### src/rtl/bcd_serial_adder.sv
// Multi-digit packed BCD adder that works one digit per clock, least
// significant digit first, reusing a single decimal-adjust stage and
// carrying the inter-digit carry in a register.
module bcd_serial_adder #(
    parameter int DIGITS = 4
) (
    input  logic                  clk,
    input  logic                  rst_n,
    input  logic                  start,
    input  logic [4*DIGITS-1:0]   augend,
    input  logic [4*DIGITS-1:0]   addend,
    input  logic                  carry_in,
    output logic                  busy,
    output logic                  done,
    output logic [4*DIGITS-1:0]   sum,
    output logic                  carry_out,
    output logic                  err
);

    localparam int IW = (DIGITS > 1) ? $clog2(DIGITS) : 1;
    localparam logic [IW-1:0] LAST = IW'(DIGITS - 1);

    typedef enum logic [1:0] {
        IDLE = 2'd0,
        ADD  = 2'd1,
        DONE = 2'd2
    } state_t;

    state_t state;
    state_t next_state;

    logic [4*DIGITS-1:0] a_reg;
    logic [4*DIGITS-1:0] b_reg;
    logic                carry;
    logic [IW-1:0]       index;

    logic [3:0] a_digit;
    logic [3:0] b_digit;
    logic [4:0] raw;
    logic [3:0] sum_digit;
    logic       carry_next;
    logic       digit_bad;
    logic       last;

    // Single-digit decimal adjust on the digit currently selected by index
    always_comb begin
        a_digit    = a_reg[4*index +: 4];
        b_digit    = b_reg[4*index +: 4];
        raw        = {1'b0, a_digit} + {1'b0, b_digit} + {4'b0000, carry};
        sum_digit  = raw[3:0];
        carry_next = 1'b0;
        if (raw > 5'd9) begin
            sum_digit  = raw[3:0] + 4'd6;
            carry_next = 1'b1;
        end
        digit_bad  = (a_digit > 4'd9) || (b_digit > 4'd9);
        last       = (index == LAST);
    end

    // State register; reset drops straight back to IDLE
    always_ff @(posedge clk or negedge rst_n) begin
        if (!rst_n) begin
            state <= IDLE;
        end else begin
            state <= next_state;
        end
    end

    // Next-state logic and the busy/done status decoded from the state
    always_comb begin
        next_state = state;
        busy       = 1'b0;
        done       = 1'b0;
        case (state)
            IDLE: begin
                if (start) begin
                    next_state = ADD;
                end
            end
            ADD: begin
                busy = 1'b1;
                if (last) begin
                    next_state = DONE;
                end
            end
            DONE: begin
                done       = 1'b1;
                next_state = start ? ADD : IDLE;
            end
            default: begin
                next_state = IDLE;
            end
        endcase
    end

    // Operand capture on accept, then one digit written per ADD cycle
    always_ff @(posedge clk or negedge rst_n) begin
        if (!rst_n) begin
            a_reg     <= '0;
            b_reg     <= '0;
            carry     <= 1'b0;
            index     <= '0;
            sum       <= '0;
            carry_out <= 1'b0;
            err       <= 1'b0;
        end else begin
            case (state)
                IDLE, DONE: begin
                    if (start) begin
                        a_reg     <= augend;
                        b_reg     <= addend;
                        carry     <= carry_in;
                        index     <= '0;
                        sum       <= '0;
                        carry_out <= 1'b0;
                        err       <= 1'b0;
                    end
                end
                ADD: begin
                    sum[4*index +: 4] <= sum_digit;
                    carry             <= carry_next;
                    if (digit_bad) begin
                        err <= 1'b1;
                    end
                    if (last) begin
                        carry_out <= carry_next;
                    end else begin
                        index <= index + 1'b1;
                    end
                end
                default: begin
                end
            endcase
        end
    end

endmodule

### config.mk
export PLATFORM = sky130hd
export DESIGN_NAME = bcd_serial_adder
export DESIGN_NICKNAME = d
export VERILOG_FILES = /design/src/rtl/bcd_serial_adder.sv
export SDC_FILE = /design/constraint.sdc
export NUM_CORES = 1
export LEC_CHECK = 0
export CAP_MARGIN = 0
export CORE_AREA = 5 5 66 97
export CTS_CLUSTER_SIZE = 30
export DETAILED_ROUTE_END_ITERATION = 8
export DIE_AREA = 0 0 71 102
export GPL_ROUTABILITY_DRIVEN = 0
export PLACE_DENSITY_LB_ADDON = 0.08
export SYNTH_ARGS = -nofsm -noshare
export SYNTH_HDL_FRONTEND = slang
export SYNTH_SLANG_ARGS = --single-unit
### constraint.sdc
create_clock -name clk -period 3.9 [get_ports clk]
set_input_delay 0.78 -clock clk [delete_from_list [all_inputs] [get_ports clk]]
set_output_delay 0.78 -clock clk [all_outputs]
set_load 0.1 [all_outputs]
Word level (Yosys, flattened, before mapping)
Index checks and enable logic that the tools add are counted.
Cells by class
  eq/ne operators: 8
  add/subtract/negate cells: 5
  reduce and logical (&&, ||, !) cells: 10
  mux-type cells: 21
  magnitude comparators: 3
  shifts and indexed selects: 4
Operators by type and width (number)
  negation 4 -> 34 bit: 1
  variable shift 4 x 34 -> 16 bit (first input constant): 1
  variable part select 4 x 34 -> 16 bit: 1
  one-hot mux 16 bit (2 select lines): 1
  variable part select 16 x 5 -> 4 bit: 2
  bitwise mux 16 bit: 1
  two-way mux 16 bit: 1
  inequality test 2 bit (second input constant): 5
  AND reduction 3 bit: 3
  greater-than comparator 4 bit (second input constant): 2
  two-way mux 1 bit: 8
  two-way mux 2 bit: 4
  one-hot mux 1 bit (2 select lines): 3
  one-hot mux 2 bit (3 select lines): 1
  AND reduction 2 bit: 3
  adder 4 x 4 -> 5 bit: 1
  adder 5 x 1 -> 5 bit: 1
  greater-than comparator 5 x 4 -> 1 bit (second input constant): 1
  adder 4 x 3 -> 4 bit (second input constant): 1
  equality test 2 bit (second input constant): 2
  two-way mux 4 bit: 1
  one-hot mux 2 bit (2 select lines): 1
  adder 2 x 1 -> 2 bit (second input constant): 1
  equality test 2 x 1 -> 1 bit (second input constant): 1
  other kinds (4): 4
Storage, ports and cells
  register bits after elaboration: 55

Depth between registers and ports, before layout
Gate-level depths: netlist of run 1.
  word-level depth: 8
  mapped depth: 12

Worst setup path before layout of run 1
No wires, ideal clock.
  path kind: flip-flop to flip-flop
  from: register index[0]
  to: register sum[10]
  path slack: 0.385 ns
  cell stages (with the launch flop): 12
  clock period less this slack: 3.515 ns
  buffers on the path: 1
  data arrival time: 3.385 ns
  data required time: 3.770 ns
  library setup time: 0.130 ns
  cell sequence: dfrtp_1 > buf_6 > mux4_2 > fa_1 > fa_1 > xor2_1 > inv_1 > ha_1 > nor2b_1 > o311a_1 > a211oi_2 > o21ai_1
Between the ends
  cells in the longest elaborated chain, start to end: 8
  elaborated cells on any way between the ends: 12
  those cells by class: add/sub: 4; order compare: 1; shift: 4; mux: 3
Ends and longest elaborated chain
  start: declaration: RTL line 35  | logic [IW-1:0] index;
  start signal: assignment: RTL line 128  | index <= index + 1'b1;
  variable part select 16 x 5 -> 4 bit, on equally long branches: RTL line 47, 48
  adder 4 x 4 -> 5 bit: RTL line 49  | raw = {1'b0, a_digit} + {1'b0, b_digit} + {4'b0000, carry};
  adder 5 x 1 -> 5 bit: RTL line 49
  adder 4 x 3 -> 4 bit or greater-than comparator 5 x 4 -> 1 bit (tied branches): RTL line 53, 52
  two-way mux 4 bit: RTL line 52  | if (raw > 5'd9) begin
  variable part select 4 x 34 -> 16 bit: RTL line 120  | sum[4*index +: 4] <= sum_digit;
  bitwise mux 16 bit *: RTL line 120
  one-hot mux 16 bit (2 select lines) *: RTL line 107  | case (state)
  end signal: indexed assignment: RTL line 120
  end: declaration: RTL line 15  | output logic [4*DIGITS-1:0] sum,
Every way passes the cells marked *; elsewhere a longest branch is shown, timed or not.
A chain may end at the register's enable or synchronous reset.

Final worst setup path of run 1
  from: register index[0]
  to: register sum[2]
Same word-level chain as after synthesis.

==> results of run 1 <==
-- cells in the final DEF, fill, tap and decap left out, types with 4 or more instances in the layout --
master,n
inv_1,6
o21ai_2,4
nand3_1,6
clkbuf_8,5
o21ai_0,7
clkdlybuf4s50_1,53
nor2_1,7
ha_1,8
buf_4,6
nand2_1,117
o21ai_1,11
a21oi_1,8
dfrtp_1,54
mux4_2,8
-- worst paths after layout --
check	from	endpoint	slack, ps	cells past startpoint
max in group asynchronous	rst_n	index[0]	2630	2
setup / recovery	index[0]	sum[2]	260	10
hold / removal	rst_n	sum[6]	450	1
hold reg to reg	a_reg[8]	a_reg[8]	480	2
setup reg to reg	index[0]	sum[2]	260	10
min in group clk	a_reg[8]	a_reg[8]	480	2
-- worst reg2reg max path, cell delays in order (launching register included) --
cell	delay, ps
dfrtp_2	480
mux4_2	540
fa_1	450
fa_1	420
xor2_1	320
inv_1	90
ha_1	260
nor2b_1	190
o311a_1	380
a211oi_2	270
o21ai_1	120
-- through the flow --
stage / instance area, um^2 / setup WS (ps) / instances / hold slack, ps / utilization
2_1_floorplan: 2660 / 385 / 277 / 440 / -
3_3_place_gp: 3290 / 306 / 397 / 456 / 0.604
3_5_place_dp: 3290 / 198 / 397 / 459 / 0.604
4_1_cts: 3370 / 173 / 405 / 456 / 0.618
5_1_grt: 3370 / 70.4 / 405 / 494 / 0.619
6_report: 3370 / 265 / 405 / 450 / 0.619
-- layout make-up --
| type | instances | share of cell area |
|---|---|---|
| tap | 70 | 0.0260 |
| timing repair buffer | 60 | 0.172 |
| multi-input combinational | 204 | 0.360 |
| sequential | 55 | 0.409 |
| inverter | 8 | 0.00891 |
| clock buffer | 7 | 0.0226 |
| clock inverter | 1 | 0.00148 |
-- layer usage --
layer	wire, um	vias up	track usage
li1	-	1031	-
met1	2160	990	0.178
met2	3240	65	0.334
met3	232	17	0.0295
met4	212	0	0.0926
met5	0	-	0
-- timing repair --
action                                  in CTS  in global routing
gates resized for setup                      0                  1
endpoints found under the setup margin       0                  4
setup buffers                                0                  0
-- logic make-up (layout without fill, tap and decap cells) --
kind of cell | after synthesis | after routing | share of synthesized area
xor+xnor | 1 | 1 | 0.00329
fa+ha+maj | 10 | 10 | 0.0526
mux | 9 | 9 | 0.0714
buf+inv | 18 | 76 | 0.0282
compound gates | 39 | 39 | 0.103
flops | 55 | 55 | 0.517
simple gates | 145 | 145 | 0.225
==> metrics.txt, run 1 <==
setup TNS 0 ps; RSZ-0062 raised after global routing false; crit-path cells mux4_2 -> fa_1 -> fa_1 -> xor2_1 -> inv_1 -> ha_1 -> nor2b_1 -> o311a_1 -> a211oi_2 -> o21ai_1; CTS Root Cell clkbuf_8; DIE AREA 7240 um^2; core box area 5450 um^2; htree depth 2; # hold bufs at CTS 0; crit path buf inv count 1; P&R area growth vs syn 26.6%; CP Max Fanout 9; initial drt markers 66; io pins 56; Longest Clk Path Bufs 2; EDFF count, synth 0; number of global-route vias before repair ~2,200; Worst Tran Pin Value roughly 1000 ps; Rows 33; DP Wirelength approximately 4700 um; final worst-path cycle share 0.932; top_reg_cell synth dfrtp_1; antenna viol nets, final 0; Via density between 5 and 6; diodes inserted 0; First-pass DRT Iterations 4; Chip Width just over 70 um; # setup viols final 0; Setup crit end kind flop; CP arrival 3810 ps; syn_area_per_cell 9.62 um^2; top-count cell post-synth nand2_1; CTS tree done; async set-reset flop share out of synthesis 1.00; clock skew 10.3 ps; delay-heaviest family, CP adder cells; status finished clean; initial antenna violation count 0; area of the multi-input gates 1210 um^2; Worst Setup Path Type flop to flop; global-route usage over all layers 0.174; clk sink count 55; fraction of layout cells with a size suffix above 1 0.107; CP required roughly 4100 ps; syn_nets between 300 and 400; Fin. Hold Viols 0; post-synth cell types 36; Max Cap Viol 0; Synth Register Bits between 50 and 60; PortBufs between 50 and 60; largest net degree at the start of global routing 39; gr ovfl total 0; most frequent CP cell fa_1; Yosys Warn Count 0; die height 102 um; DRC errors left 0; Startpoint Class flop; via count between 2,000 and 2,500; leading area contributor after synthesis dfrtp_1; Starting Density 0.489; Worst-Skew Late Latency around 300 ps; crit path time final 3640 ps; Max-slew headroom 0.329; first-pass GRT wire length between 9000 and 10,000 um; final net count 380; WL per Instance 14.4 um; Mapped Cells around 280; Yosys top cell area share 0.517; Worst Hold Class input pin to asynchronous set/reset pin; Fillers 484; clock transition at the registers of the reported paths 90 ps; Sequential Area approximately 1400 um^2; most instantiated cells after synthesis nand2_1, dfrtp_1, o21ai_1; Mapped Area about 2700 um^2; slowest CP cell mux4_2; Seq/Total Area, Yosys 0.517; Slew Viols, Final 0; main area contributors after synthesis dfrtp_1, nand2_1, mux4_2; CTS buffer count 5; crit-path max cell delay 540 ps; WL final 5840 um; max frequency roughly 280 MHz
Power of run 1 is not shown: default switching activity piles up to over one toggle a cycle in this logic, so the estimate is an artifact.
==> run 2, diff against run 1 <==
Settings changed: REMOVE_ABC_BUFFERS set to 1.
==> metrics.txt, run 2 (same netlist as run 1, synthesis figures left out) <==
CTS Root Cell clkbuf_8; First-pass DRT Iterations 4 (unchanged); P&R area growth vs syn 27.1%; Longest Clk Path Bufs 2 (unchanged); crit path time final 3380 ps (-254 ps); gr ovfl total 0 (unchanged); DRC errors left 0 (unchanged); most frequent cells in the layout nand2_1, dfrtp_1, clkdlybuf4s50_1; Chip Width 71 um (unchanged); Setup crit end kind flop; via count 2,048 (-2.6%); core box area 5450 um^2 (unchanged); register-to-register setup slack 520 ps (+250 ps); global-route usage over all layers 0.173 (-0.00109); Startpoint Class flop; Area after DPL 3300 um^2 (+0.23%); status finished clean; Fin. Hold Viols 0 (unchanged); fraction of layout cells with a size suffix above 1 0.113 (+0.00563); io pins 56 (unchanged); Max-slew headroom 0.350 (+0.0205); Worst Setup Path Type flop to flop; most common cell after layout, fill and taps aside nand2_1; # setup viols final 0 (unchanged); clock transition at the registers of the reported paths 110 ps (+20 ps); DIE AREA 7240 um^2 (unchanged); Via density 5.04 (-2.9%); Slew Viols, Final 0 (unchanged); number of global-route vias before repair 2,183 (+0.046%); Max Cap Viol 0 (unchanged); CP required 4090 ps (about the same); Worst Hold Class input pin to asynchronous set/reset pin; Post-Place Cells 398 (+0.25%); die height 102 um (unchanged); CP Max Fanout 6 (-3); initial drt markers 144 (+120%); htree depth 2 (unchanged); WL final 5710 um (-2.2%); # hold bufs at CTS 0 (unchanged); final worst-path cycle share 0.867 (-0.0652); Worst-Skew Late Latency 310 ps (about the same); clk sink count 55 (unchanged); Post-Layout Inst Area 3390 um^2 (+0.41%); setup TNS 0 ps (unchanged); CP arrival 3580 ps (-230 ps); CTS buffer count 5 (unchanged); Starting Density 0.489 (unchanged); antenna viol nets, final 0 (unchanged); clock skew 12.6 ps (+2.30 ps); WL per Instance 14.1 um (-2.4%); initial antenna violation count 0 (unchanged); final std cells w/o fill 406 (+0.25%); Worst Tran Pin Value 972 ps (-30.7 ps); Setup Fix Bufs, Post-CTS 0 (unchanged); Rows 33 (unchanged); final net count 381 (+0.26%); diodes inserted 0 (unchanged); post_cts resized 0 (unchanged); RSZ-0062 raised after global routing false; DP Wirelength 4420 um (-5.0%); PortBufs 55 (unchanged); max frequency 296 MHz (+7.5%); largest net degree at the start of global routing 35 (-10%); CTS tree done; first-pass GRT wire length 10,000 um (+1.8%)
run 2: critical path: stages, from the launching register on:
cell	delay, ps
dfrtp_1	410
mux4_2	530
fa_1	450
fa_1	620
inv_1	90
ha_1	230
nor2b_1	180
o311a_1	370
a211oi_2	270
o21ai_1	130
run 2: final timing paths:
path                       startpoint   endpoint  depth (start not counted)
min in group clk            b_reg[11]  b_reg[11]                          2
setup / recovery             index[0]     sum[6]                          9
setup reg to reg             index[0]     sum[6]                          9
max in group asynchronous       rst_n  b_reg[15]                          2
hold / removal                  rst_n     sum[7]                          1
hold reg to reg             b_reg[11]  b_reg[11]                          2
run 2: cell type report:
type / instances / area, um^2
fill: 517 / 2060
sequential: 55 / 1380
multi-input combinational: 204 / 1210
timing repair buffer: 61 / 588
tap: 70 / 87.6
clock buffer: 5 / 68.8
inverter: 8 / 30.0
clock inverter: 3 / 20.0
run 2: metrics by stage:
stage	setup WS (ps)	utilization	hold WS (ps)
after floorplan	252	-	440
after global placement	591	0.605	454
after detailed placement	516	0.605	459
after CTS	508	0.621	475
after global routing	318	0.621	489
final	519	0.621	459
run 2: metal layers:
metal,vias up,wire [um],track usage
met5,-,0,0
met3,4,207,0.0246
met2,38,3210,0.330
li1,1029,-,-
met1,977,2230,0.200
met4,0,60,0.0507
Power of run 2 is left out for the same reason.
==> run 3, diff against run 2 <==
Settings changed: CORE_AREA 5 5 66 97 to 5 5 69 102, DIE_AREA 0 0 71 102 to 0 0 74 107.
Clock period 3.9 ns to 3.05 ns, I/O delays scaled along.
==> metrics.txt, run 3 (same netlist as run 1, synthesis figures left out) <==
via count 2,069 (+1.0%); status complete, but fails checks; failing checks setup timing; Rows 35 (+6.1%); io pins 56 (unchanged); Worst-Skew Late Latency 300 ps (about the same); Worst Setup Path Type flop to flop; CTS buffer count 5 (unchanged); Worst Tran Pin Value 523 ps (-449 ps); global-route usage over all layers 0.154 (-0.0191); die height 107 um (+4.9%); Setup crit end kind flop; final setup margin -3.89 ps (-523 ps); crit-path cells mux4_2 -> fa_2 -> fa_2 -> inv_1 -> ha_2 -> or3_1 -> a211oi_2 -> a211oi_2 -> buf_4 -> o21ai_1; DP Wirelength 4410 um (-0.42%); most common cell after layout, fill and taps aside nand2_1; Max-slew headroom 0.650 (+0.300); CP Max Fanout 4 (-2); crit path buf inv count 2 (+1); core box area 6090 um^2 (+12%); Longest Clk Path Bufs 2 (unchanged); number of global-route vias before repair 2,082 (-4.6%); slowest CP cell fa_2; Via density 4.95 (-1.9%); Reg2Reg Depth 10 (+1); clock transition at the registers of the reported paths 100 ps (about the same); Max Cap Viol 0 (unchanged); WL final 5720 um (+0.21%); First-pass DRT Iterations 4 (unchanged); clk sink count 55 (unchanged); final worst-path cycle share 1.00 (+0.134); r2r startpoint index[0]; PortBufs 55 (unchanged); WL per Instance 13.7 um (-2.7%); largest net degree at the start of global routing 56 (+60%); diodes inserted 0 (unchanged); DRC errors left 0 (unchanged); Fillers 561 (+8.5%); clock skew 12.9 ps (+0.295 ps); initial antenna violation count 0 (unchanged); Chip Width 74 um (+4.2%); final net count 389 (+2.1%); Worst Hold Class input pin to asynchronous set/reset pin; initial drt markers 134 (-6.9%); gr ovfl total 0 (unchanged); RSZ-0062 raised after global routing true; register-to-register setup slack -4 ps (-520 ps); Fin. Hold Viols 0 (unchanged); delay-heaviest family, CP adder cells; most frequent cells in the layout nand2_1, dfrtp_1, clkdlybuf4s50_1; FF-to-FF End sum[13]; Starting Density 0.438 (-0.0511); # setup viols final 2 (+2); CP arrival 3290 ps (-290 ps); max frequency 327 MHz (+11%); CP required 3280 ps (-810 ps); P&R area growth vs syn 31.3%; antenna viol nets, final 0 (unchanged); setup TNS -4.13 ps (-4.13 ps); crit path time final 3050 ps (-327 ps); Startpoint Class flop; Final Hold Slack 277 ps (-181 ps); fraction of layout cells with a size suffix above 1 0.221 (+0.108); DIE AREA 7920 um^2 (+9.3%); CTS Root Cell clkbuf_8; first-pass GRT wire length 9510 um (-5.4%); crit-path max cell delay 540 ps (-80 ps); htree depth 2 (unchanged); Slew Viols, Final 0 (unchanged); CTS tree done
## run 3: cell types whose count changed in the layout (fill, tap and decap cells not counted), moves of 2 or more
cell,previous run,this run
clkbuf_8,5,7
o21ai_2,4,6
fa_1,2,0
buf_4,7,32
fa_2,0,2
clkdlybuf4s50_1,53,34
clkinvlp_4,2,0
o21ai_1,11,9
## run 3: layer usage
metal / vias up / track usage / wire (um)
li1: 1047 / - / -
met1: 957 / 0.186 / 2250
met2: 53 / 0.266 / 2970
met3: 12 / 0.0253 / 297
met4: 0 / 0.0635 / 206
met5: - / 0 / 0
## run 3: area by class of cell
cell class | instances | area [um^2] | area share
Multi-Input combinational cell | 204 | 1280 | 0.366
Clock buffer | 8 | 100 | 0.0286
Tap cell | 74 | 92.6 | 0.0265
Inverter | 8 | 30.0 | 0.00858
Sequential cell | 55 | 1380 | 0.394
Timing Repair Buffer | 69 | 617 | 0.176
## run 3: worst reg2reg max path, cell delays in order, from the launching register on
cell	delay (ps)
dfrtp_2	410
mux4_2	530
fa_2	390
fa_2	540
inv_1	50
ha_2	190
or3_1	360
a211oi_2	210
a211oi_2	50
buf_4	150
o21ai_1	110
## run 3: through the flow
stage          worst slack [ps]   util  cells  instance area, um^2
6_report                  -3.89  0.575    418                 3500
5_1_grt                    -118  0.575    418                 3500
4_1_cts                   -98.9  0.568    417                 3460
3_5_place_dp               -303  0.547    410                 3330
3_3_place_gp               -222  0.547    410                 3330
2_1_floorplan              -598      -    267                 2620
## run 3: how the worst max path moves through the flow
stage,from,cells after the start,slack [ps],endpoint
3_5_place_dp,index[0],10,-300,sum[6]
6_report,index[0],10,-4,sum[13]
5_1_grt,index[0],11,-120,sum[9]
4_1_cts,index[0],10,-100,sum[6]
2_1_floorplan,index[0],10,-600,sum[10]
3_3_place_gp,index[0],10,-220,sum[2]
## run 3: repair_timing
item,4_1_cts,5_1_grt
resized for setup,10,6
endpoints found under the setup margin,14,14
hold buffers,0,0
buffers inserted,0,1
pin swaps,15,9
gates cloned,0,0
Power of run 3 is left out for the same reason.
